`config.mk`:
```
export PLATFORM = sky130hd
export DESIGN_NAME = mixer_mac_scheduler
export DESIGN_NICKNAME = d
export VERILOG_FILES = /design/src/rtl/mixer_pkg.sv /design/src/rtl/mixer_mac_unit.sv /design/src/rtl/mixer_mac_scheduler.sv
export SDC_FILE = /design/constraint.sdc
export NUM_CORES = 1
export LEC_CHECK = 0
export ABC_AREA = 1
export BUFFER_PORTS_ARGS = -buffer_cell sky130_fd_sc_hd__buf_2
export CORE_AREA = 3 3 138 140
export DETAILED_ROUTE_END_ITERATION = 7
export DIE_AREA = 0 0 141 143
export PLACE_DENSITY = 0.69
export SETUP_SLACK_MARGIN = 0.15
export SYNTH_ARGS = -nofsm -noshare
export SYNTH_HDL_FRONTEND = slang
export SYNTH_SLANG_ARGS = --single-unit
```
`constraint.sdc`:
```
create_clock -name clk -period 9.86 [get_ports clk]
set_clock_uncertainty 0.15 [all_clocks]
set_input_delay 0.493 -clock clk [delete_from_list [all_inputs] [get_ports clk]]
set_output_delay 0.493 -clock clk [all_outputs]
set_load 0.01 [all_outputs]
```
`src/rtl/mixer_pkg.sv`:
```
`default_nettype none
// ============================================================================
// Package     : mixer_pkg
// Description : Shared types, constants and helpers for the time-multiplexed
//               waveform mixer (mixer_mac_scheduler and mixer_mac_unit).
// Contents    : state_e      - scheduler FSM state encoding
//               N_CH_DEFAULT - default number of mixed channels
//               DW           - waveform / gain width
//               UNITY_GAIN   - effective multiplier used for a gain of 0xFF
//               CH_*         - channel slot indices in the packed buses
//               sat8()       - scale by 1/256 and saturate to 8 bits
// Revision    : 1.0 - initial release
// ============================================================================
package mixer_pkg;

  localparam int         N_CH_DEFAULT = 6;
  localparam int         DW           = 8;
  localparam logic [8:0] UNITY_GAIN   = 9'd256;

  // Channel slots, ch0 occupies bits [7:0] of the packed buses
  localparam int CH_SQUARE    = 0;
  localparam int CH_SAW       = 1;
  localparam int CH_TRI       = 2;
  localparam int CH_SINE      = 3;
  localparam int CH_NOISE     = 4;
  localparam int CH_WAVETABLE = 5;

  typedef enum logic [1:0] {
    IDLE = 2'd0,
    MAC  = 2'd1,
    DONE = 2'd2
  } state_e;

  // Drop the 8 fractional bits (truncation, no rounding) and clamp the
  // integer part to 0xFF. The accumulator is zero-extended to 32 bits by the
  // caller so this works for any accumulator width up to 32.
  function automatic logic [7:0] sat8(input logic [31:0] acc);
    logic [31:0] scaled;
    scaled = acc >> 8;
    return (scaled > 32'd255) ? 8'hFF : scaled[7:0];
  endfunction

endpackage
`default_nettype wire

```
`src/rtl/mixer_mac_unit.sv`:
```
`default_nettype none
// ============================================================================
// Module      : mixer_mac_unit
// Description : Registered unsigned 8x9 multiply-accumulate. Kept as its own
//               block so the shared multiplier can be swapped for a hard
//               macro without touching the scheduler.
// Ports       : clk   - system clock
//               rst   - asynchronous active-high reset (clears accumulator)
//               clr   - synchronous accumulator clear (wins over en)
//               en    - add a*b into the accumulator on this edge
//               a     - 8-bit unsigned operand (waveform sample)
//               b     - 9-bit unsigned operand (effective gain, 0..256)
//               acc   - accumulator value
// Revision    : 1.0 - initial release
// ============================================================================
module mixer_mac_unit #(
  parameter int ACC_W = 19
) (
  input  logic             clk,
  input  logic             rst,
  input  logic             clr,
  input  logic             en,
  input  logic [7:0]       a,
  input  logic [8:0]       b,
  output logic [ACC_W-1:0] acc
);

  logic [16:0]      product;
  logic [ACC_W-1:0] acc_q;
  logic [ACC_W-1:0] acc_d;

  always_comb begin
    product = a * b;
    acc_d   = acc_q;
    if (clr) begin
      acc_d = '0;
    end else if (en) begin
      acc_d = acc_q + {{(ACC_W-17){1'b0}}, product};
    end
  end

  always_ff @(posedge clk or posedge rst) begin
    if (rst) begin
      acc_q <= '0;
    end else begin
      acc_q <= acc_d;
    end
  end

  assign acc = acc_q;

endmodule
`default_nettype wire

```
`src/rtl/mixer_mac_scheduler.sv`:
```
`default_nettype none
// ============================================================================
// Module      : mixer_mac_scheduler
// Description : Time-multiplexed N-channel waveform mixer. On a sample tick
//               all waveform/gain pairs are snapshotted, then one channel per
//               clock is fed through a shared multiply-accumulate. The sum is
//               scaled by 1/256, saturated to 8 bits and presented with a
//               one-cycle valid strobe.
// Ports       : clk          - system clock
//               rst          - asynchronous active-high reset
//               sample_tick  - one-cycle request for a new mixed sample
//               wave_in      - packed channel waveforms, ch0 in [7:0]
//               gain_in      - packed channel gains, same packing
//               clr_overrun  - clears the sticky overrun flag
//               mixed_out    - saturated mix, held between updates
//               out_valid    - one-cycle pulse when mixed_out updates
//               busy         - high while a sample is being computed
//               overrun      - sticky: a tick arrived while busy
// Revision    : 1.0 - initial release
// ============================================================================
module mixer_mac_scheduler #(
  parameter int N_CH  = mixer_pkg::N_CH_DEFAULT,
  parameter int DW    = 8,
  parameter int ACC_W = 19
) (
  input  logic               clk,
  input  logic               rst,
  input  logic               sample_tick,
  input  logic [N_CH*DW-1:0] wave_in,
  input  logic [N_CH*DW-1:0] gain_in,
  input  logic               clr_overrun,
  output logic [7:0]         mixed_out,
  output logic               out_valid,
  output logic               busy,
  output logic               overrun
);

  import mixer_pkg::*;

  localparam int IDX_W = $clog2(N_CH);
  localparam logic [IDX_W-1:0] LAST_IDX = IDX_W'(N_CH - 1);

  state_e             state_q, state_d;
  logic [IDX_W-1:0]   ch_idx_q, ch_idx_d;
  logic [N_CH*DW-1:0] wave_q, wave_d;
  logic [N_CH*DW-1:0] gain_q, gain_d;
  logic [7:0]         mixed_out_q, mixed_out_d;
  logic               out_valid_q, out_valid_d;
  logic               overrun_q, overrun_d;

  // FSM decoded controls
  logic snap_load;
  logic mac_clr;
  logic mac_en;
  logic sample_done;
  logic mac_last;

  logic [DW-1:0]    wave_arr [N_CH];
  logic [DW-1:0]    gain_arr [N_CH];
  logic [DW-1:0]    wave_sel;
  logic [DW-1:0]    gain_sel;
  logic [8:0]       geff_sel;
  logic [ACC_W-1:0] acc;

  // Unpack the snapshot buses so the channel mux is a plain array index
  for (genvar i = 0; i < N_CH; i++) begin : g_unpack
    assign wave_arr[i] = wave_q[i*DW +: DW];
    assign gain_arr[i] = gain_q[i*DW +: DW];
  end

  assign mac_last = (ch_idx_q == LAST_IDX);

  // Full-scale gain code 0xFF means exact unity (x256), so a full-scale
  // wave at full gain reaches 0xFF after the 1/256 scaling.
  always_comb begin
    wave_sel = wave_arr[ch_idx_q];
    gain_sel = gain_arr[ch_idx_q];
    geff_sel = (gain_sel == 8'hFF) ? UNITY_GAIN : {1'b0, gain_sel};
  end

  // --------------------------------------------------------------------------
  // FSM: state register
  // --------------------------------------------------------------------------
  always_ff @(posedge clk or posedge rst) begin
    if (rst) begin
      state_q <= IDLE;
    end else begin
      state_q <= state_d;
    end
  end

  // --------------------------------------------------------------------------
  // FSM: next-state logic
  // --------------------------------------------------------------------------
  always_comb begin
    state_d = state_q;
    case (state_q)
      IDLE:    if (sample_tick) state_d = MAC;
      MAC:     if (mac_last)    state_d = DONE;
      DONE:                     state_d = IDLE;
      default:                  state_d = IDLE;
    endcase
  end

  // --------------------------------------------------------------------------
  // FSM: output decode
  // --------------------------------------------------------------------------
  always_comb begin
    busy        = 1'b0;
    snap_load   = 1'b0;
    mac_clr     = 1'b0;
    mac_en      = 1'b0;
    sample_done = 1'b0;
    case (state_q)
      IDLE: begin
        snap_load = sample_tick;
        mac_clr   = sample_tick;
      end
      MAC: begin
        busy   = 1'b1;
        mac_en = 1'b1;
      end
      DONE: begin
        busy        = 1'b1;
        sample_done = 1'b1;
      end
      default: begin
        busy = 1'b0;
      end
    endcase
  end

  // --------------------------------------------------------------------------
  // Datapath next values
  // --------------------------------------------------------------------------
  always_comb begin
    wave_d      = snap_load ? wave_in : wave_q;
    gain_d      = snap_load ? gain_in : gain_q;

    ch_idx_d    = ch_idx_q;
    if (snap_load) begin
      ch_idx_d = '0;
    end else if (mac_en) begin
      ch_idx_d = mac_last ? '0 : ch_idx_q + IDX_W'(1);
    end

    mixed_out_d = sample_done ? sat8(32'(acc)) : mixed_out_q;
    out_valid_d = sample_done;

    // A tick that is being ignored sets the flag even if a clear arrives on
    // the same edge, so no overrun event can be lost.
    overrun_d   = overrun_q;
    if (sample_tick && busy) begin
      overrun_d = 1'b1;
    end else if (clr_overrun) begin
      overrun_d = 1'b0;
    end
  end

  always_ff @(posedge clk or posedge rst) begin
    if (rst) begin
      ch_idx_q    <= '0;
      wave_q      <= '0;
      gain_q      <= '0;
      mixed_out_q <= 8'h00;
      out_valid_q <= 1'b0;
      overrun_q   <= 1'b0;
    end else begin
      ch_idx_q    <= ch_idx_d;
      wave_q      <= wave_d;
      gain_q      <= gain_d;
      mixed_out_q <= mixed_out_d;
      out_valid_q <= out_valid_d;
      overrun_q   <= overrun_d;
    end
  end

  mixer_mac_unit #(
    .ACC_W (ACC_W)
  ) u_mac (
    .clk (clk),
    .rst (rst),
    .clr (mac_clr),
    .en  (mac_en),
    .a   (wave_sel),
    .b   (geff_sel),
    .acc (acc)
  );

  assign mixed_out = mixed_out_q;
  assign out_valid = out_valid_q;
  assign overrun   = overrun_q;

endmodule
`default_nettype wire

```
**Word level (Yosys, flattened, before mapping)**

Index checks and enable logic that the tools add are counted.

- Bits in registers: 130
- Input bits: 100
- Logic and storage cells: 48

- Add/sub/neg operators: 2
- Multipliers: 1
- Order comparisons: 2
- Equality and inequality tests: 6
- Muxes and demuxes: 22
- Bitwise logic cells: 1
- Reductions and logical operators: 6

Operator list:

| operator | count |
|---|---|
| 8-bit binary-select mux with 3-bit select | 2 |
| 8-bit two-way mux | 5 |
| 19-bit two-way mux | 2 |
| 19-bit by 17-bit adder with 19-bit output | 1 |
| 8-bit by 9-bit multiplier with 17-bit output | 1 |
| 11-bit by 8-bit > comparator with 1-bit output, second input constant | 1 |
| 3-bit two-way mux | 3 |
| 9-bit two-way mux | 1 |
| 8-bit == test, second input constant | 1 |
| 1-bit two-way mux | 6 |
| 4-bit greater-or-equal comparator, second input constant | 1 |
| 2-bit two-way mux | 2 |
| 2-bit inequality test, second input constant | 2 |
| 3-bit NOT with 4-bit output | 1 |
| 2-bit one-hot mux with 2 select lines | 1 |
| 2-bit nonzero test | 2 |
| 3-bit by 1-bit adder with 3-bit output, second input constant | 1 |
| 3-bit == test, second input constant | 1 |
| 2-bit by 1-bit == test with 1-bit output, second input constant | 1 |
| 2-bit == test, second input constant | 1 |
| 2-bit logical NOT | 1 |
| 2-bit AND reduction | 1 |
| 2-bit OR reduction | 1 |
| 1-bit logical AND | 1 |

**Longest topological paths before layout**

- Depth in word-level cells: 10
- Depth in mapped cells: 32
- Gate-level depth less buffers: 29

**By module**

A second synthesis with hierarchy kept.

- Cells, all modules: 1244
- Area total of the unflattened synthesis: 9225.1 µm²

Modules (own cells, without submodules):

| module | instances | cells each | area each (µm²) |
|---|---|---|---|
| mixer_mac_scheduler | 1 | 685 | 5310.1 |
| mixer_mac_unit | 1 | 559 | 3915.0 |

**Worst setup path before layout**

No wires, ideal clock.

- Path type: flip-flop to flip-flop
- Start point: register ch_idx_q[0]
- End point: register u_mac.acc_q[7] (netlist: u_mac.acc[7])
- Library setup time: 0.132 ns
- Data arrival time: 4.927 ns
- Data required time: 9.578 ns
- Setup slack: 4.651 ns
- Cell stages (with the launch flop): 25
- Path buffers: 4
- Period minus slack after synthesis: 5.209 ns
- Path through: dfrtp_1 -> buf_4 -> inv_2 -> buf_2 -> buf_4 -> buf_2 -> nand2_1 -> nand3_1 -> nand2_1 -> o21a_1 -> inv_1 -> nand3_1 -> fa_1 -> inv_1 -> fa_1 -> inv_1 -> fa_1 -> fa_1 -> inv_1 -> ha_1 -> or2_2 -> and2_1 -> or2_2 -> nand3_1 -> o21ai_0

- Cells in the longest elaborated chain, start to end: 10

RTL lines:

| what | line | text |
|---|---|---|
| start: declaration | mixer_mac_scheduler.sv:44 | `logic [IDX_W-1:0] ch_idx_q, ch_idx_d;` |
| start signal: assignment | mixer_mac_scheduler.sv:169 | `ch_idx_q <= ch_idx_d;` |
| 3-bit NOT with 4-bit output (implied by the code) (*) | mixer_mac_scheduler.sv:76, mixer_mac_scheduler.sv:77 |  |
| 8-bit binary-select mux with 3-bit select | mixer_mac_scheduler.sv:77 | `gain_sel = gain_arr[ch_idx_q];` |
| 8-bit two-way mux (implied by the code) (2 in a row) | mixer_mac_scheduler.sv:77 |  |
| 8-bit == test | mixer_mac_scheduler.sv:78 | `geff_sel = (gain_sel == 8'hFF) ? UNITY_GAIN : {1'b0, gain_sel};` |
| 9-bit two-way mux | mixer_mac_scheduler.sv:78 |  |
| 8-bit by 9-bit multiplier with 17-bit output (*) | mixer_mac_unit.sv:33 | `product = a * b;` |
| 19-bit by 17-bit adder with 19-bit output (*) | mixer_mac_unit.sv:38 | `acc_d = acc_q + {{(ACC_W-17){1'b0}}, product};` |
| 19-bit two-way mux (*) | mixer_mac_unit.sv:37 | `end else if (en) begin` |
| 19-bit two-way mux (*) | mixer_mac_unit.sv:35 | `if (clr) begin` |
| end signal: assignment | mixer_mac_unit.sv:44 | `acc_q <= '0;` |
| end signal: assignment | mixer_mac_unit.sv:46 | `acc_q <= acc_d;` |
| end: declaration | mixer_mac_unit.sv:29 | `logic [ACC_W-1:0] acc_q;` |

Every way passes the cells marked *; elsewhere a longest branch is shown, timed or not. The select of a mux whose other input is x is not followed.
A chain may end at the register's enable or synchronous reset.

**Final worst setup path**

- Start point: register ch_idx_q[1]
- End point: register u_mac.acc_q[14] (netlist: u_mac.acc[14])

Same word-level chain as after synthesis.

==> results.yml <==
clock_network:
  root_buffer: "clkbuf_16"
  numClockSinks: 130
  cts_max_level: 4
  cts_hold_buf: 0
  cts_resized: 0
  insertion_delay_ns: 0.42
  cts_buffer_depth: 2
  cts_inserted_buffers: 17
  cts.clk_slew.worst_paths_ns: 0.06
  cts_setup_buffers: 0
  cts_tree: "done"
drt:
  drt-vias-per-instance: 5.04
  first_pass_iters: 5
  drc: 0
  wl_per_cell_um: 14.8
  detail-route-antenna-nets: 0
  drt_iter0_markers: 529
  dr_total_vias: 7491
  wl_mm: 22.1
logic_synthesis:
  syn_area_mm2: 0.00888
  yosysSeqAreaShare_pct: 36.6
  synthTopCellsByArea: "dfrtp_1 37%, nand2_1 17%, fa_1 13%"
  syn_inst: 1156
  synth_seq_cells: 130
  synth_warnings: 0
  syn_area_per_cell_um2: 7.68
  yosys.area.top_type: "dfrtp_1"
  syn-num-nets: 1358
  synth_top_area_share_pct: 36.6
  synth_cell_types: 34
timing:
  max_freq_mhz: 151
  slew_viol_final: 0
  post-route-period-util_pct: 67.4
  slew_headroom_pct: 30.3
  hold_viol_final: 0
  setup_tns_ns: 0
  fin_crit_ns: 6.64
  grt_setup_unrepaired: "false"
  setup_viol: 0
  worst_pin_slew_ns: 1.04
final_layout:
  final_nets: 1447
  final_common_cell: "nand2_1"
  final_cell_mix: "400 x nand2_1, 166 x inv_1, 130 x dfrtp_1"
  nFillCells: 1638
  regArea_mm2: 0.00325
  multi_input_area_mm2: 0.00477
  layout-drive-gt1-share_pct: 13.8
  area_growth_pct: 14.6
  antenna_cells: 0
global_route:
  antenna_found_initial: 0
  grt_usage_pct: 23.2
  grt_pass1_vias: 7546
  overflow: 0
  grt_pass1_wl_mm: 37.1
  grt_max_degree: 92
floorplan:
  coreArea_mm2: 0.0180
  initial_core_util_pct: 49.4
  io_pins: 111
  rows: 49
  die_area_mm2: 0.0202
  die_w_um: 141
  die_y_um: 143
worst_setup_path:
  cp_slowest_cell: "dfrtp_1"
  slowest_delay_ns: 0.91
  cp_num_buf_inv: 3
  critPathKind: "reg2reg"
  startpoint: "ch_idx_q[1]$_DFFE_PP0P_"
  endpoint_kind: "flop"
  startpoint_type: "flop"
  cp.arrival_ns: 6.83
  cp_data_required_time_ns: 10.05
  r2r_start: "ch_idx_q[1]$_DFFE_PP0P_"
  crit_top_cell: "nand2_1"
  critPathTopFamily: "simple AND/OR/NAND/NOR gates"
  cp_max_fo: 41
outcome:
  status: "complete, no violations"
placement:
  place_congestion: 0.931
  io_buffers: 110
  place_hpwl_mm: 16.5
min_path:
  min_path_type: "in2async"
run:
  drv_cap: 0
-- per-stage QoR --
stage          std cells  instance area [um^2]  hold WS (ns)  worst slack (ns)  utilization [%]
2_1_floorplan       1156                  8880         0.294              4.65                -
3_3_place_gp        1455                  9560         0.311              3.35             53.2
3_5_place_dp        1455                  9560         0.315              3.27             53.2
4_1_cts             1486                 10200        0.0737              3.25             56.6
5_1_grt             1486                 10200         0.106              2.62             56.6
6_report            1486                 10200        0.0602              3.22             56.6
-- kinds of logic (layout without fill, tap and decap cells) --
logic type	count (synthesis)	in the layout	synth area share, %
compound gates	122	122	7.64
xor+xnor	1	1	0.0986
fa+ha+maj	102	102	19.2
buf+inv	219	320	9.69
flops	130	130	36.6
simple gates	582	582	26.8
-- synth_stat cells --
master and instances:
nand2_1 401, inv_1 168, dfrtp_1 130, nor2_1 85
o21ai_0 77, nand3_1 69, fa_1 57, ha_1 45
clkbuf_1 26, a21oi_1 23, buf_2 10, nand2_2 8
nand3b_1 7, o21a_1 6, o21ai_1 6, inv_2 5
buf_1 4, a32oi_2 3, buf_4 3, nand2_4 3
o22ai_1 3, or2_2 3, and2_1 2, buf_6 2
a22o_1 1, a32o_1 1, clkinv_1 1, nor2_2 1
nor2_8 1, nor4_1 1, o21bai_1 1, o311ai_0 1
or3_1 1, xor2_1 1
-- layout make-up --
cell class	count	area share [%]
Multi-Input combinational cell	807	46.9
Sequential cell	130	32.0
Inverter	174	6.46
Timing Repair Buffer	115	5.78
Clock buffer	20	4.59
Tap cell	229	2.82
Clock inverter	11	1.49
-- path summary, 6_finish.rpt --
kind                                              to  slack [ns]  cells past startpoint
setup reg to reg           u_mac.acc[14]$_DFFE_PP0P_        3.22                     26
hold reg to reg               wave_q[36]$_DFFE_PP0P_        0.33                      2
hold / removal                gain_q[30]$_DFFE_PP0P_        0.06                      2
setup / recovery           u_mac.acc[14]$_DFFE_PP0P_        3.22                     26
max in group asynchronous     wave_q[22]$_DFFE_PP0P_        8.05                      3
min in group clk                 overrun$_DFFE_PP0P_        0.11                      2
-- per-layer routing --
layer	vias to the layer above	track usage, %	part of all wire, %	wire, um
li1	3724	-	-	-
met1	3525	32.1	45	9860
met2	211	37.6	48	10600
met3	31	3.78	5.1	1130
met4	0	7.60	2.1	454
met5	-	0	0	0
-- state kept, by name (all words and copies together), names as in the netlist --
name / cells
wave_q: 48
u_mac.acc: 19
out_valid: 1
ch_idx_q: 3
mixed_out: 8
overrun: 1
state_q: 2
gain_q: 48
Power is left out: the tool's default activity adds up to more than one toggle a clock period on the data nets, which glitch-free logic cannot reach.
